[src/rtl/pattern_tx_pkg.sv]
// pattern_tx_pkg: shared types and constants for pattern_tx_sequencer.
// Optional feature macro: PATTERN_TX_CHECKSUM_EN (adds the CHK state).
package pattern_tx_pkg;

  localparam int BYTE_CNT_W = 16;

  typedef enum logic [2:0] {
    S_IDLE      = 3'd0,
    S_FETCH     = 3'd1,
    S_WAIT_DATA = 3'd2,
    S_SEND      = 3'd3,
    S_GAP       = 3'd4
`ifdef PATTERN_TX_CHECKSUM_EN
    ,S_CHK      = 3'd5
`endif
  } state_t;

  // Values every register takes in IDLE after reset.
  localparam state_t                RST_STATE    = S_IDLE;
  localparam logic                  RST_RD_EN    = 1'b0;
  localparam logic                  RST_TX_VALID = 1'b0;
  localparam logic                  RST_BUSY     = 1'b0;
  localparam logic                  RST_DONE     = 1'b0;
  localparam logic [BYTE_CNT_W-1:0] RST_BYTE_CNT = '0;

  // Increment that sticks at all-ones instead of wrapping.
  function automatic logic [BYTE_CNT_W-1:0] sat_inc(input logic [BYTE_CNT_W-1:0] v);
    return (v == '1) ? v : v + BYTE_CNT_W'(1);
  endfunction

endpackage

[src/rtl/pattern_tx_sequencer_gap_timer.sv]
// gap_timer: loadable down-counter that times the idle gap between bytes.
// expired is high on the last gap clock, so a GAP state entered on load
// lasts exactly GAP_CYCLES clocks.
module gap_timer #(
  parameter int GAP_CYCLES = 16
) (
  input  logic clk,
  input  logic rst_n,
  input  logic load,
  output logic expired
);

  localparam int CNT_W = (GAP_CYCLES > 0) ? $clog2(GAP_CYCLES + 1) : 1;

  logic [CNT_W-1:0] cnt;

  // Load the full gap length, then count down and rest at zero.
  // NOTE: clocked state uses non-blocking (<=) so every register samples pre-edge values.
  always_ff @(posedge clk or negedge rst_n) begin
    if (!rst_n) begin
      cnt <= '0;
    end else if (load) begin
      cnt <= CNT_W'(GAP_CYCLES);
    end else if (cnt != '0) begin
      cnt <= cnt - CNT_W'(1);
    end
  end

  assign expired = (cnt == CNT_W'(1));

endmodule

[src/rtl/pattern_tx_sequencer.sv]
// pattern_tx_sequencer: walks an inclusive, wrapping ROM address range and
// offers each byte to the UART TX over valid/ready, with an idle gap after
// every accepted byte and optional looping.
// Optional feature macro: PATTERN_TX_CHECKSUM_EN appends an XOR checksum
// byte (CHK state) after the last byte of every pass.
// All outputs are registered from the next-state values.
module pattern_tx_sequencer
  import pattern_tx_pkg::*;
#(
  parameter int ADDR_W     = 5,
  parameter int DATA_W     = 8,
  parameter int GAP_CYCLES = 16
) (
  input  logic                  clk,
  input  logic                  rst_n,
  input  logic                  start,
  input  logic [ADDR_W-1:0]     start_addr,
  input  logic [ADDR_W-1:0]     end_addr,
  input  logic                  loop,
  input  logic                  stop,
  output logic                  rom_rd_en,
  output logic [ADDR_W-1:0]     rom_addr,
  input  logic [DATA_W-1:0]     rom_data,
  output logic [DATA_W-1:0]     tx_data,
  output logic                  tx_valid,
  input  logic                  tx_ready,
  output logic                  busy,
  output logic                  done,
  output logic [BYTE_CNT_W-1:0] byte_cnt
);

  state_t state_q, state_d;

  logic [ADDR_W-1:0]     cur_q, cur_d, first_q, first_d, last_q, last_d;
  logic                  loop_q, loop_d, stop_q, stop_d;
  logic                  rd_en_d, tx_valid_d, busy_d, done_d;
  logic [ADDR_W-1:0]     rom_addr_d;
  logic [DATA_W-1:0]     tx_data_d;
  logic [BYTE_CNT_W-1:0] byte_cnt_d;

  logic   handshake, in_tx, leaving_tx, accept_start;
  logic   gap_load, gap_expired, bnd_eval, stop_hit, at_end;
  logic   bnd_restart, bnd_advance, bnd_done, chk_pending;
  state_t bnd_state;

`ifdef PATTERN_TX_CHECKSUM_EN
  logic [DATA_W-1:0] xor_q, xor_d;
  logic              chk_sent_q, chk_sent_d;
  assign in_tx       = (state_q == S_SEND) || (state_q == S_CHK);
  assign chk_pending = (stop_hit || at_end) && !chk_sent_q && (state_q != S_CHK);
`else
  assign in_tx       = (state_q == S_SEND);
  assign chk_pending = 1'b0;
`endif

  assign handshake    = tx_valid && tx_ready;
  assign leaving_tx   = in_tx && handshake;
  assign accept_start = (state_q == S_IDLE) && start;
  assign stop_hit     = stop_q || stop;
  assign at_end       = (cur_q == last_q);
  assign gap_load     = leaving_tx && (GAP_CYCLES > 0);
  // The byte boundary is reached after the handshake (no gap) or after the last gap clock.
  assign bnd_eval     = (leaving_tx && (GAP_CYCLES == 0)) || ((state_q == S_GAP) && gap_expired);

  gap_timer #(
    .GAP_CYCLES(GAP_CYCLES)
  ) u_gap_timer (
    .clk    (clk),
    .rst_n  (rst_n),
    .load   (gap_load),
    .expired(gap_expired)
  );

  // State register.
  always_ff @(posedge clk or negedge rst_n) begin
    if (!rst_n) state_q <= RST_STATE;
    else        state_q <= state_d;
  end

  // Next state, including the boundary decision (checksum, stop, end of range, advance).
  // NOTE: every signal assigned in always_comb gets a default first, so no latch is inferred.
  always_comb begin
    state_d     = state_q;
    bnd_state   = S_FETCH;
    bnd_restart = 1'b0;
    bnd_advance = 1'b0;
    bnd_done    = 1'b0;
`ifdef PATTERN_TX_CHECKSUM_EN
    if (chk_pending) begin
      bnd_state = S_CHK;
    end else
`endif
    if (stop_hit) begin
      bnd_state = S_IDLE;
      bnd_done  = 1'b1;
    end else if (at_end) begin
      if (loop_q) begin
        bnd_restart = 1'b1;
      end else begin
        bnd_state = S_IDLE;
        bnd_done  = 1'b1;
      end
    end else begin
      bnd_advance = 1'b1;
    end

    case (state_q)
      S_IDLE:      if (start) state_d = S_FETCH;
      S_FETCH:     state_d = S_WAIT_DATA;
      S_WAIT_DATA: state_d = S_SEND;
      S_SEND:      if (handshake) state_d = (GAP_CYCLES > 0) ? S_GAP : bnd_state;
`ifdef PATTERN_TX_CHECKSUM_EN
      S_CHK:       if (handshake) state_d = (GAP_CYCLES > 0) ? S_GAP : bnd_state;
`endif
      S_GAP:       if (gap_expired) state_d = bnd_state;
      default:     state_d = S_IDLE;
    endcase
  end

  // Next values of the outputs and of the run context (range, cursor, stop latch).
  always_comb begin
    first_d    = first_q;
    last_d     = last_q;
    loop_d     = loop_q;
    cur_d      = cur_q;
    stop_d     = stop_q;
    rom_addr_d = rom_addr;
    tx_data_d  = tx_data;
    byte_cnt_d = byte_cnt;

    if (state_q == S_IDLE) begin
      if (start) begin
        first_d    = start_addr;
        last_d     = end_addr;
        loop_d     = loop;
        cur_d      = start_addr;
        stop_d     = 1'b0;
        byte_cnt_d = '0;
      end
    end else if (stop) begin
      stop_d = 1'b1;
    end

    if (bnd_eval && bnd_restart) cur_d = first_q;
    if (bnd_eval && bnd_advance) cur_d = cur_q + ADDR_W'(1);

    if (state_q == S_WAIT_DATA) tx_data_d = rom_data;
    if (leaving_tx) byte_cnt_d = sat_inc(byte_cnt);
    if (state_d == S_FETCH) rom_addr_d = cur_d;

`ifdef PATTERN_TX_CHECKSUM_EN
    xor_d      = xor_q;
    chk_sent_d = chk_sent_q;
    if (accept_start || (bnd_eval && bnd_restart)) xor_d = '0;
    else if ((state_q == S_SEND) && handshake)     xor_d = xor_q ^ tx_data;
    if ((state_q == S_CHK) && handshake) chk_sent_d = 1'b1;
    else if (state_d == S_FETCH)         chk_sent_d = 1'b0;
    // xor_d already folds in a byte handshaken this very cycle (no-gap case).
    if ((state_q != S_CHK) && (state_d == S_CHK)) tx_data_d = xor_d;
    tx_valid_d = (state_d == S_SEND) || (state_d == S_CHK);
`else
    tx_valid_d = (state_d == S_SEND);
`endif

    rd_en_d = (state_d == S_FETCH);
    busy_d  = (state_d != S_IDLE);
    done_d  = bnd_eval && bnd_done;
  end

  // Output and run-context registers.
  always_ff @(posedge clk or negedge rst_n) begin
    if (!rst_n) begin
      first_q   <= '0;
      last_q    <= '0;
      loop_q    <= 1'b0;
      cur_q     <= '0;
      stop_q    <= 1'b0;
      rom_rd_en <= RST_RD_EN;
      rom_addr  <= '0;
      tx_data   <= '0;
      tx_valid  <= RST_TX_VALID;
      busy      <= RST_BUSY;
      done      <= RST_DONE;
      byte_cnt  <= RST_BYTE_CNT;
    end else begin
      first_q   <= first_d;
      last_q    <= last_d;
      loop_q    <= loop_d;
      cur_q     <= cur_d;
      stop_q    <= stop_d;
      rom_rd_en <= rd_en_d;
      rom_addr  <= rom_addr_d;
      tx_data   <= tx_data_d;
      tx_valid  <= tx_valid_d;
      busy      <= busy_d;
      done      <= done_d;
      byte_cnt  <= byte_cnt_d;
    end
  end

`ifdef PATTERN_TX_CHECKSUM_EN
  // Checksum accumulator and the per-pass "checksum already sent" flag.
  always_ff @(posedge clk or negedge rst_n) begin
    if (!rst_n) begin
      xor_q      <= '0;
      chk_sent_q <= 1'b0;
    end else begin
      xor_q      <= xor_d;
      chk_sent_q <= chk_sent_d;
    end
  end
`endif

endmodule

[config.mk]
export PLATFORM = sky130hd
export DESIGN_NAME = pattern_tx_sequencer
export DESIGN_NICKNAME = d
export VERILOG_FILES = /design/src/rtl/pattern_tx_pkg.sv /design/src/rtl/pattern_tx_sequencer_gap_timer.sv /design/src/rtl/pattern_tx_sequencer.sv
export SDC_FILE = /design/constraint.sdc
export NUM_CORES = 1
export LEC_CHECK = 0
export BUFFER_PORTS_ARGS = -buffer_cell sky130_fd_sc_hd__buf_2
export CAP_MARGIN = 30
export CORE_ASPECT_RATIO = 1.75
export CORE_MARGIN = 2
export CORE_UTILIZATION = 59
export DETAILED_ROUTE_END_ITERATION = 12
export GPL_TIMING_DRIVEN = 1
export PLACE_DENSITY_LB_ADDON = 0.12
export SLEW_MARGIN = 15
export SYNTH_ARGS = -nofsm -noshare
export SYNTH_HDL_FRONTEND = slang
export SYNTH_SLANG_ARGS = --single-unit
[constraint.sdc]
create_clock -name clk -period 4.9 [get_ports clk]
set_input_delay 0.245 -clock clk [delete_from_list [all_inputs] [get_ports clk]]
set_output_delay 0.245 -clock clk [all_outputs]
set_load 0.05 [all_outputs]
### Word level (Yosys, flattened, before mapping)

Cells that the tools add are included.
W data, S select, Z words.

* bits in registers: 58
* output and inout bits: 33

* add/subtract/negate cells: 3
* equal/unequal tests: 11
* mux-type cells: 28
* reductions and logical operators: 17

Operators with widths (count)
* $mux W16: 4
* $mux W5: 6
* $add A16 B1 Y16 const B: 1
* $eq A16 B16 Y1 const B: 1
* $pmux W3 S5: 1
* $mux W1: 14
* $eq A3 B2 Y1 const B: 3
* $mux W3: 3
* $reduce_bool A2 Y1: 4
* $eq A3 B1 Y1 const B: 2
* $logic_and A1 B1 Y1: 6
* $add A5 B1 Y5 const B: 1
* $eq A5 B1 Y1 const B: 1
* $eq A5 B5 Y1: 1
* $reduce_bool A5 Y1: 1
* $sub A5 B1 Y5 const B: 1
* $ne A2 B2 Y1 const B: 2
* $reduce_and A2 Y1: 2
* $eq A3 B3 Y1 const B: 1
* $logic_not A3 Y1: 1
* $reduce_and A3 Y1: 1
* $reduce_bool A3 Y1: 1
* $logic_or A1 B1 Y1: 1

### Logic depth before layout (Yosys ltp)

Gate-level depths: netlist of run 1.

* depth in word-level cells: 6
* depth in mapped cells: 8
* gate-level depth less buffers: 7

### Hierarchy

From an unflattened synthesis of run 1, not the netlist that was laid out.

* cells, all modules: 295
* area total of the unflattened synthesis: 2965.3 um2

By module, submodules not included
* pattern_tx_sequencer: instances 1, cells each 269, area an instance 2696.3 um2
* gap_timer: instances 1, cells each 26, area an instance 269.0 um2

### Worst setup path after synthesis of run 1

Ideal clock, no wire load.

* path type: register -> register
* start point: register byte_cnt[0]
* end point: register byte_cnt[2]
* arrival: 2085 ps
* setup slack: 2679 ps
* cell stages (with the launch flop): 8
* cells stage by stage: dfrtp_1 > ha_1 > nand3_2 > or3_1 > clkbuf_1 > o21ai_2 > or3_1 > a21oi_1

* word-level cells in the longest chain between the ends: 3
* elaborated cells between the ends (all ways): 6

RTL lines
* from (decl): line pattern_tx_sequencer.sv:29 `output logic [BYTE_CNT_W-1:0] byte_cnt`
* from (signal assigned): line pattern_tx_sequencer.sv:197 `byte_cnt <= byte_cnt_d;`
* $add A16 B1 Y16 or $eq A16 B16 Y1 (tied branches): line pattern_tx_pkg.sv:28 `return (v == '1) ? v : v + BYTE_CNT_W'(1);`
* $mux W16 or $ne A2 B2 Y1 (tied branches)
* $mux W16 or $reduce_and A3 Y1 (tied branches)

Several ways; a longest one is shown, not always the timed one. The select of a mux whose other input is x is not followed.
A chain may end at the register's enable or synchronous reset.

### Worst setup path in the final report of run 1

* start point: register cur_q[2]
* end point: register rom_addr[0]

* word-level cells in the longest chain between the ends: 6
* elaborated cells between the ends (all ways): 14

RTL lines
* from (decl): line pattern_tx_sequencer.sv:34 `logic [ADDR_W-1:0] cur_q, cur_d, first_q, first_d, last_q, last_d;`
* from (signal assigned): line pattern_tx_sequencer.sv:189 `cur_q <= cur_d;`
* $eq A5 B5 Y1: line pattern_tx_sequencer.sv:60 `assign at_end = (cur_q == last_q);`
* $mux W1: line pattern_tx_sequencer.sv:96 `end else if (at_end) begin`
* $mux W1: line pattern_tx_sequencer.sv:93 `if (stop_hit) begin`
* $mux W3: line pattern_tx_sequencer.sv:115 `S_GAP: if (gap_expired) state_d = bnd_state;`
* $pmux W3 S5: line pattern_tx_sequencer.sv:107 `case (state_q)`
* $eq A3 B1 Y1
* named net rd_en_d: line pattern_tx_sequencer.sv:36 `logic rd_en_d, tx_valid_d, busy_d, done_d;`
* to (signal assigned): line pattern_tx_sequencer.sv:192 `rom_addr <= rom_addr_d;`
* to (decl): line pattern_tx_sequencer.sv:22 `output logic [ADDR_W-1:0] rom_addr,`

The timed path passes the listed nets, and every way through them passes these cells.

==> impl_metrics.yaml, run 1 <==
yosys:
  yosysUniqueCellTypes: 55
  async_flop_share: 1.00
  synthSimpleGateAreaFrac: 0.219
  synth_area_per_cell_sq_um: 10.1
  synth-seq-cells: 58
  netlist_instances: 290
  synth_most_common_cell: "dfrtp_1"
  syn-cell-area_sq_mm: 0.00294
  yosys_most_used_dff: "dfrtp_1"
  ys_top_cells_by_count: "58 x dfrtp_1, 47 x nand2_1, 25 x nor2_1"
  yosysTopAreaCell: "dfrtp_1"
  synth_top_family_by_area: "simple AND/OR/NAND/NOR gates"
  ys_top_cells_by_area: "dfrtp_1 49%, nand2_1 6.0%, xor2_1 3.6%"
  yosys.area_share.xor_xnor: 0.0536
  synthMuxAreaShare: 0.0391
  ys_seq_area_frac: 0.493
  synth_compound_area_frac: 0.140
  synth_edf_count: 0
  synth_warnings: 0
  synth_nets: 319
  synth_fa_ha_area_frac: 0.0213
  yosysTopAreaCellShare: 0.493
sta:
  rsz0062_at_grt: "false"
  final.setup_skew_ps: 13.0
  tns_ps: 0
  slew_viol_final: 0
  maxSlewHeadroom: 0.482
  finalCritPeriodShare: 0.454
  hold_violations: 0
  final-setup-viol-count: 0
  clock.fmax_mhz: 450
  worst_pin_slew_ps: 772
  period_minus_slack_ps: 2220
critical_path:
  cp-startpoint: "cur_q[2]"
  critPathCapture: "rom_addr[0]"
  crit_type: "flip-flop to flip-flop"
  cp_data_required_time_ps: 5130
  crit_path_start_kind: "flip-flop"
  max_stage_delay_ps: 480
  arrival_ps: 2450
  rrSetupSlack_ps: 2680
  rr_endpoint: "rom_addr[0]"
  path_cells: "xnor2_1, nand3_1, or3_4, a21oi_4, inv_2, mux2_4"
  cpMaxStageDelayCell: "or3_4"
  rr_startpoint: "cur_q[2]"
  r2r_cells: 6
  cp_max_fo: 8
  cp-end-kind: "flip-flop"
placement:
  place_congestion: 0.892
  dp_hpwl_um: 4420
  placedCellCount: 389
  place.port_buffers: 56
clocking:
  cts.repair.resized: 0
  root_buffer: "clkbuf_8"
  cts_hold_buf: 0
  cts_setup_buffers: 0
  clkTransAtPathRegs_ps: 70
  htreeDepth: 3
  cts_tree: "yes"
  clk_path_buf_depth: 2
  numCtsBuffers: 9
  clock_latency_ps: 350
  numClockSinks: 58
floorplan:
  start_util: 0.601
  ios: 57
  die_y_um: 97.4
  placementRows: 34
  coreArea_sq_mm: 0.00489
  dieArea_sq_mm: 0.00559
  dieWidth_um: 57.4
drt:
  ant_nets: 0
  via_per_inst: 5.84
  first_pass_iters: 4
  wirelength_um: 6310
  drc_errors: 0
  vias: 2365
  wl_per_cell_um: 15.6
  drt_iter0_markers: 106
grt:
  antenna_found_initial: 0
  use_met3: 0.0573
  use_met2: 0.404
  grt_pass1_wl_um: 10400
  grt_util_met1: 0.286
  grt_max_degree: 59
  grt_pass1_vias: 2277
  busiest_layer: "met2"
  grt_usage: 0.246
  grt-ovfl-total: 0
power_and_ir_drop:
  p_leak_nw: 1.65
  p_per_area_mw_per_mm2: 649
  worst_ir_drop_vdd_mv: 0.506
cells_and_area:
  multi_input_area_sq_mm: 0.00139
  drive_above_1_share: 0.274
  fillers: 398
  stdcell_count: 405
  nNetsFinal: 375
  fin_util: 0.706
  syn2layout_area_growth_pct: 17.4
  n_antenna_cell: 0
  area.sequential_sq_mm: 0.00145
min_path:
  hold_path_class: "input port to asynchronous set/reset pin"
job:
  maxCapViolations: 0
status:
  run_status: "finished clean"
-- cell families (layout without fill, tap and decap cells) --
logic type / Yosys count / in the layout
DFF: 58 / 58
adders and majority gates: 5 / 5
and+or+nand+nor: 124 / 124
AOI/OAI and AO/OA: 54 / 54
buffers and inverters: 21 / 82
xor gates and xnor gates: 18 / 18
muxes: 10 / 10
-- metal layers --
metal,vias up,share of wire
met3,14,0.043
met4,0,0.030
met2,64,0.53
li1,1141,-
met5,-,0
met1,1146,0.40
-- cell usage in the layout, fill, tap and decap left out, drive strengths merged, types with 2 or more instances in the layout --
master	netlist	routed
a211o	3	3
a211oi	2	2
a21boi	4	4
a21oi	12	12
a22o	2	2
a31oi	3	3
and2	4	4
and4	2	2
buf	8	58
bufinv	0	2
clkbuf	5	11
clkinv	0	2
dfrtp	58	58
ha	5	5
inv	8	8
mux2	9	9
nand2	47	47
nand3	11	11
nand4	6	6
nor2	25	25
nor3	6	6
nor4b	7	7
o2111ai	5	5
o211ai	5	5
o21a	2	2
o21ai	10	10
o2bb2ai	2	2
or3	6	6
or4	2	2
xnor2	6	6
xor2	12	12
-- layout make-up --
type | count | area share
Tap cell | 54 | 0.0196
Clock buffer | 11 | 0.0409
Multi-Input combinational cell | 211 | 0.403
Timing Repair Buffer | 58 | 0.0855
Clock inverter | 5 | 0.0225
Inverter | 8 | 0.00870
Sequential cell | 58 | 0.420
-- report_power, final --
part,switching [W],internal [W]
registers,0.000176,0.000651
logic,0.000611,0.000316
clock network,0.000192,0.000298
total,0.000978,0.00126
-- worst max-delay path: cells and delay by family (launching register included) --
family / cells / cell delay (ps)
AND/OR/NAND/NOR: 2 / 780
flip-flops: 1 / 450
multiplexers: 1 / 300
AO/OA/AOI/OAI: 1 / 270
XOR/XNOR: 1 / 220
buffers and inverters: 1 / 70
-- worst min path at each step --
| stage | to | slack, ps |
|---|---|---|
| after detailed placement | last_q[3] | 440 |
| after floorplan | busy | -50 |
| after global routing | last_q[0] | 90 |
| after CTS | last_q[3] | 60 |
| after global placement | last_q[3] | 430 |
| final | last_q[3] | 30 |
-- metrics by stage --
| stage | power, W | area (sq um) | hold WS [ps] | setup slack, ps |
|---|---|---|---|---|
| floorplan | 0.00156 | 2940 | -50.6 | 2680 |
| global placement | 0.00173 | 3230 | 427 | 2730 |
| detailed placement | 0.00176 | 3230 | 435 | 2690 |
| CTS | 0.00225 | 3450 | 61.3 | 2700 |
| global route | 0.00238 | 3450 | 90.6 | 2540 |
| finish | 0.00224 | 3450 | 28.1 | 2680 |
-- registers in the layout (all words and copies together), names as in the netlist --
name	flops
busy	1
tx_data	8
stop_q	1
first_q	5
last_q	5
done	1
loop_q	1
cur_q	5
byte_cnt	16
rom_addr	5
u_gap_timer.cnt	5
state_q	3
rom_rd_en	1
tx_valid	1
No activity file was read; power rests on OpenSTA's default activity.
==> run 2, diff against run 1 <==
Settings changed: CORE_UTILIZATION 59 to 55.
Clock period 4.9 ns to 2.05 ns, I/O delays scaled along.
==> impl_metrics.yaml, run 2 (synthesized netlist as in run 1, its figures left out) <==
floorplan:
  dieWidth_um: 59.3
  dieArea_sq_mm: 0.00597
  coreArea_sq_mm: 0.00521
  placementRows: 35
  ios: 57
  start_util: 0.564
  die_y_um: 101
clocking:
  clkTransAtPathRegs_ps: 70
  cts_tree: "yes"
  root_buffer: "clkbuf_8"
  cts_setup_buffers: 0
  clk_path_buf_depth: 2
  htreeDepth: 3
  numCtsBuffers: 9
  clock_latency_ps: 330
  numClockSinks: 58
sta:
  clock.fmax_mhz: 527
  slew_viol_final: 0
  final-setup-viol-count: 0
  tns_ps: 0
  period_minus_slack_ps: 1900
  hold_violations: 0
  rsz0062_at_grt: "false"
  finalCritPeriodShare: 0.926
  worst_pin_slew_ps: 729
  maxSlewHeadroom: 0.514
  final.setup_skew_ps: 5.92
critical_path:
  rr_startpoint: "u_gap_timer.cnt[1]"
  crit_path_start_kind: "flip-flop"
  rrSetupSlack_ps: 150
  cp-startpoint: "u_gap_timer.cnt[1]"
  cp-end-kind: "flip-flop"
  cp_max_fo: 5
  cp_data_required_time_ps: 2270
  crit_type: "flip-flop to flip-flop"
  arrival_ps: 2110
grt:
  antenna_found_initial: 0
  grt_pass1_vias: 2607
  grt_max_degree: 59
  grt_usage: 0.260
  grt-ovfl-total: 0
  grt_pass1_wl_um: 11600
cells_and_area:
  layout_commonest_cell: "buf_2"
  largest_reg_flops: 16
  fillers: 401
  top_register: "byte_cnt"
  multi_input_area_sq_mm: 0.00140
  fin_util: 0.721
  top_regs: "byte_cnt x16, tx_data x8"
  final_cell_mix: "56 x buf_2, 55 x dfrtp_1, 47 x nand2_1"
  syn2layout_area_growth_pct: 27.8
  area.sequential_sq_mm: 0.00146
  drive_above_1_share: 0.307
  nNetsFinal: 408
  n_antenna_cell: 0
power_and_ir_drop:
  power.share.clock: 0.213
  power_frac_comb: 0.445
  p_sw_frac: 0.426
  p_seq_frac: 0.341
  p_per_area_mw_per_mm2: 1500
  power_switching_w: 0.00241
  worst_ir_drop_vdd_mv: 1.17
  p_leak_nw: 1.81
  p_int_w: 0.00324
drt:
  wl_per_cell_um: 15.5
  route.top_layer_used: "met4"
  drc_errors: 0
  ant_nets: 0
  via_per_inst: 5.59
  drt_iter0_markers: 70
  wl_met2_um: 3730
  route.layer.met1.wl_um: 2590
  vias: 2454
  wirelength_um: 6820
  first_pass_iters: 4
  route.met3.wl_um: 223
min_path:
  hp-start: "rom_data[3]"
  hold_path_class: "input port to flip-flop"
job:
  maxCapViolations: 0
placement:
  place.port_buffers: 56
  dp_hpwl_um: 4950
  place_congestion: 1.02
status:
  run_status: "finished clean"
run 2: timing repair:
item / 4_1_cts / 5_1_grt
hold buffers: 14 / 0
setup endpoints to repair: 0 / 6
resized for setup: 0 / 1
endpoints found under the hold margin: 71 / 0
run 2: path summary, 6_finish.rpt:
kind / to / cells after the start
worst max-delay path: rom_addr[0] / 7
worst max register to register: rom_addr[0] / 7
worst min-delay path: tx_data[3] / 2
worst min register to register: first_q[1] / 2
max in group asynchronous: byte_cnt[0] / 3
min in group asynchronous: last_q[2] / 3
run 2: per-layer routing:
layer  vias to the layer above  global-route usage
li1                       1205                   -
met1                      1167               0.287
met2                        62               0.449
met3                        20              0.0462
met4                         0               0.150
met5                         -                   0
run 2: metrics by stage:
step           instances  hold slack, ps  cell area (sq um)  power (W)  setup WS, ps
6_report             439            6.78               3760    0.00564           152
5_1_grt              439            7.61               3760    0.00601          2.87
4_1_cts              439           0.727               3750    0.00565          67.6
3_5_place_dp         409             295               3380    0.00442          76.2
3_3_place_gp         409             290               3380    0.00438           124
2_1_floorplan        290            -193               2950    0.00373         0.567
run 2: worst max-delay path, stage by stage (launching register included):
cell,delay [ps]
dfrtp_1,390
inv_1,100
ha_1,160
nor4b_4,280
nand4_1,130
a211o_2,340
o311a_1,130
mux2_4,260
run 2: final cells by class:
type                       instances  area share
clock buffer                      12      0.0413
clock inverter                     4      0.0196
inverter                           8     0.00799
multi-input combinational        211       0.372
sequential                        58       0.387
tap                               55      0.0183
timing repair buffer              91       0.154
run 2: power by group through the flow:
stage | sequential [W] | combinational (W) | clock [W]
after global placement | 0.00193 | 0.00245 | 0
final | 0.00193 | 0.00251 | 0.00120
after detailed placement | 0.00194 | 0.00248 | 0
after CTS | 0.00192 | 0.00251 | 0.00123
after global routing | 0.00200 | 0.00274 | 0.00127
after floorplan | 0.00242 | 0.00131 | 0
==> run 3, diff against run 2 <==
Settings changed: PLACE_DENSITY from default to 0.79, PLACE_DENSITY_LB_ADDON 0.12 to default.
==> impl_metrics.yaml, run 3 (synthesized netlist as in run 1, its figures left out) <==
critical_path:
  critPathCapture: "rom_addr[0]"
  r2r_cells: 6
  cp-startpoint: "cur_q[3]"
  rr_startpoint: "cur_q[3]"
  rrSetupSlack_ps: 70
  cp_data_required_time_ps: 2270
  cp_max_fo: 5
  rr_endpoint: "rom_addr[0]"
  cp-end-kind: "flip-flop"
  arrival_ps: 2210
  crit_path_start_kind: "flip-flop"
  crit_type: "flip-flop to flip-flop"
sta:
  worst_pin_slew_ps: 506
  timing.hold.ws_ps: -4.29
  hold_violations: 1
  slew_viol_final: 0
  final.setup_skew_ps: 8.14
  finalCritPeriodShare: 0.967
  maxSlewHeadroom: 0.663
  rsz0062_at_grt: "false"
  final-setup-viol-count: 0
  clock.fmax_mhz: 504
  tns_ps: 0
  period_minus_slack_ps: 1980
clocking:
  cts_tree: "yes"
  htreeDepth: 3
  clk_path_buf_depth: 2
  numCtsBuffers: 9
  clock_latency_ps: 340
  clkTransAtPathRegs_ps: 70
  numClockSinks: 58
  root_buffer: "clkbuf_8"
cells_and_area:
  fin_util: 0.713
  n_antenna_cell: 0
  nNetsFinal: 402
  area.sequential_sq_mm: 0.00146
  top_regs: "byte_cnt x16, tx_data x8"
  drive_above_1_share: 0.307
  multi_input_area_sq_mm: 0.00142
  top_register: "byte_cnt"
  layout_commonest_cell: "buf_2"
  syn2layout_area_growth_pct: 26.3
  largest_reg_flops: 16
  stdcell_count: 433
  final_cell_mix: "56 x buf_2, 55 x dfrtp_1, 47 x nand2_1"
  fillers: 385
power_and_ir_drop:
  worst_ir_drop_vdd_mv: 1.06
  p_per_area_mw_per_mm2: 1480
  p_leak_nw: 1.76
drt:
  route.top_layer_used: "met4"
  wirelength_um: 7050
  route.layer.met1.wl_um: 2550
  via_per_inst: 5.77
  drc_errors: 0
  ant_nets: 0
  vias: 2500
  wl_met2_um: 3910
  wl_per_cell_um: 16.3
  first_pass_iters: 4
  drt_iter0_markers: 77
  route.met3.wl_um: 325
placement:
  placedCellCount: 403
  dp_hpwl_um: 4970
  place_congestion: 0.934
  place.port_buffers: 56
job:
  maxCapViolations: 0
grt:
  grt_usage: 0.261
  antenna_found_initial: 0
  grt_max_degree: 59
  grt-ovfl-total: 0
  grt_pass1_vias: 2549
  grt_pass1_wl_um: 11600
floorplan:
  dieWidth_um: 59.3
  coreArea_sq_mm: 0.00521
  start_util: 0.564
  ios: 57
  dieArea_sq_mm: 0.00597
  placementRows: 35
  die_y_um: 101
status:
  run_status: "finished with violations"
  violations: "negative hold slack"
min_path:
  hold_path_class: "input port to flip-flop"
-- run 3: cell type report --
| cell class | count | area share |
|---|---|---|
| sequential | 58 | 0.392 |
| multi-input combinational | 211 | 0.382 |
| timing repair buffer | 85 | 0.147 |
| clock buffer | 10 | 0.0344 |
| tap | 55 | 0.0185 |
| clock inverter | 6 | 0.0182 |
| inverter | 8 | 0.00808 |
-- run 3: power by group --
part | internal (W) | total [W] | switching [W] | leakage, nW
clock network | 0.000562 | 0.00104 | 0.000482 | 0.0925
registers | 0.00156 | 0.00195 | 0.000391 | 0.726
logic | 0.000913 | 0.00252 | 0.00161 | 0.945
-- run 3: through the flow --
stage | total power [W] | cell area, sq um | worst slack (ps)
floorplan | 0.00373 | 2950 | 0.567
global placement | 0.00432 | 3350 | 135
detailed placement | 0.00438 | 3350 | 62.8
CTS | 0.00546 | 3680 | 44.1
global route | 0.00584 | 3710 | 14.2
finish | 0.00552 | 3710 | 67.4
-- run 3: worst max-delay path, cell delays in order, from the launching register on --
cell	delay (ps)
dfrtp_1	420
xor2_1	190
or2_1	270
or3_4	370
a21oi_4	240
inv_2	70
mux2_4	290
-- run 3: per-layer routing --
layer	GRT usage	vias to the layer above
li1	-	1195
met1	0.280	1203
met2	0.453	77
met3	0.0642	25
met4	0.140	0
met5	0	-
-- run 3: how the worst min path moves through the flow --
stage	from	endpoint	slack, ps	cells past startpoint
6_report	end_addr[1]	last_q[1]	-4	3
5_1_grt	start	stop_q	20	2
4_1_cts	end_addr[1]	last_q[1]	2	3
3_5_place_dp	rst_n	last_q[0]	130	2
3_3_place_gp	rst_n	first_q[2]	130	2
2_1_floorplan	rst_n	busy	-190	0
-- run 3: what timing repair did --
action	in CTS	in global routing
hold endpoints to repair	71	0
hold buffers	14	0
setup endpoints to repair	0	9
gates resized for setup	0	7
buffers inserted	0	0
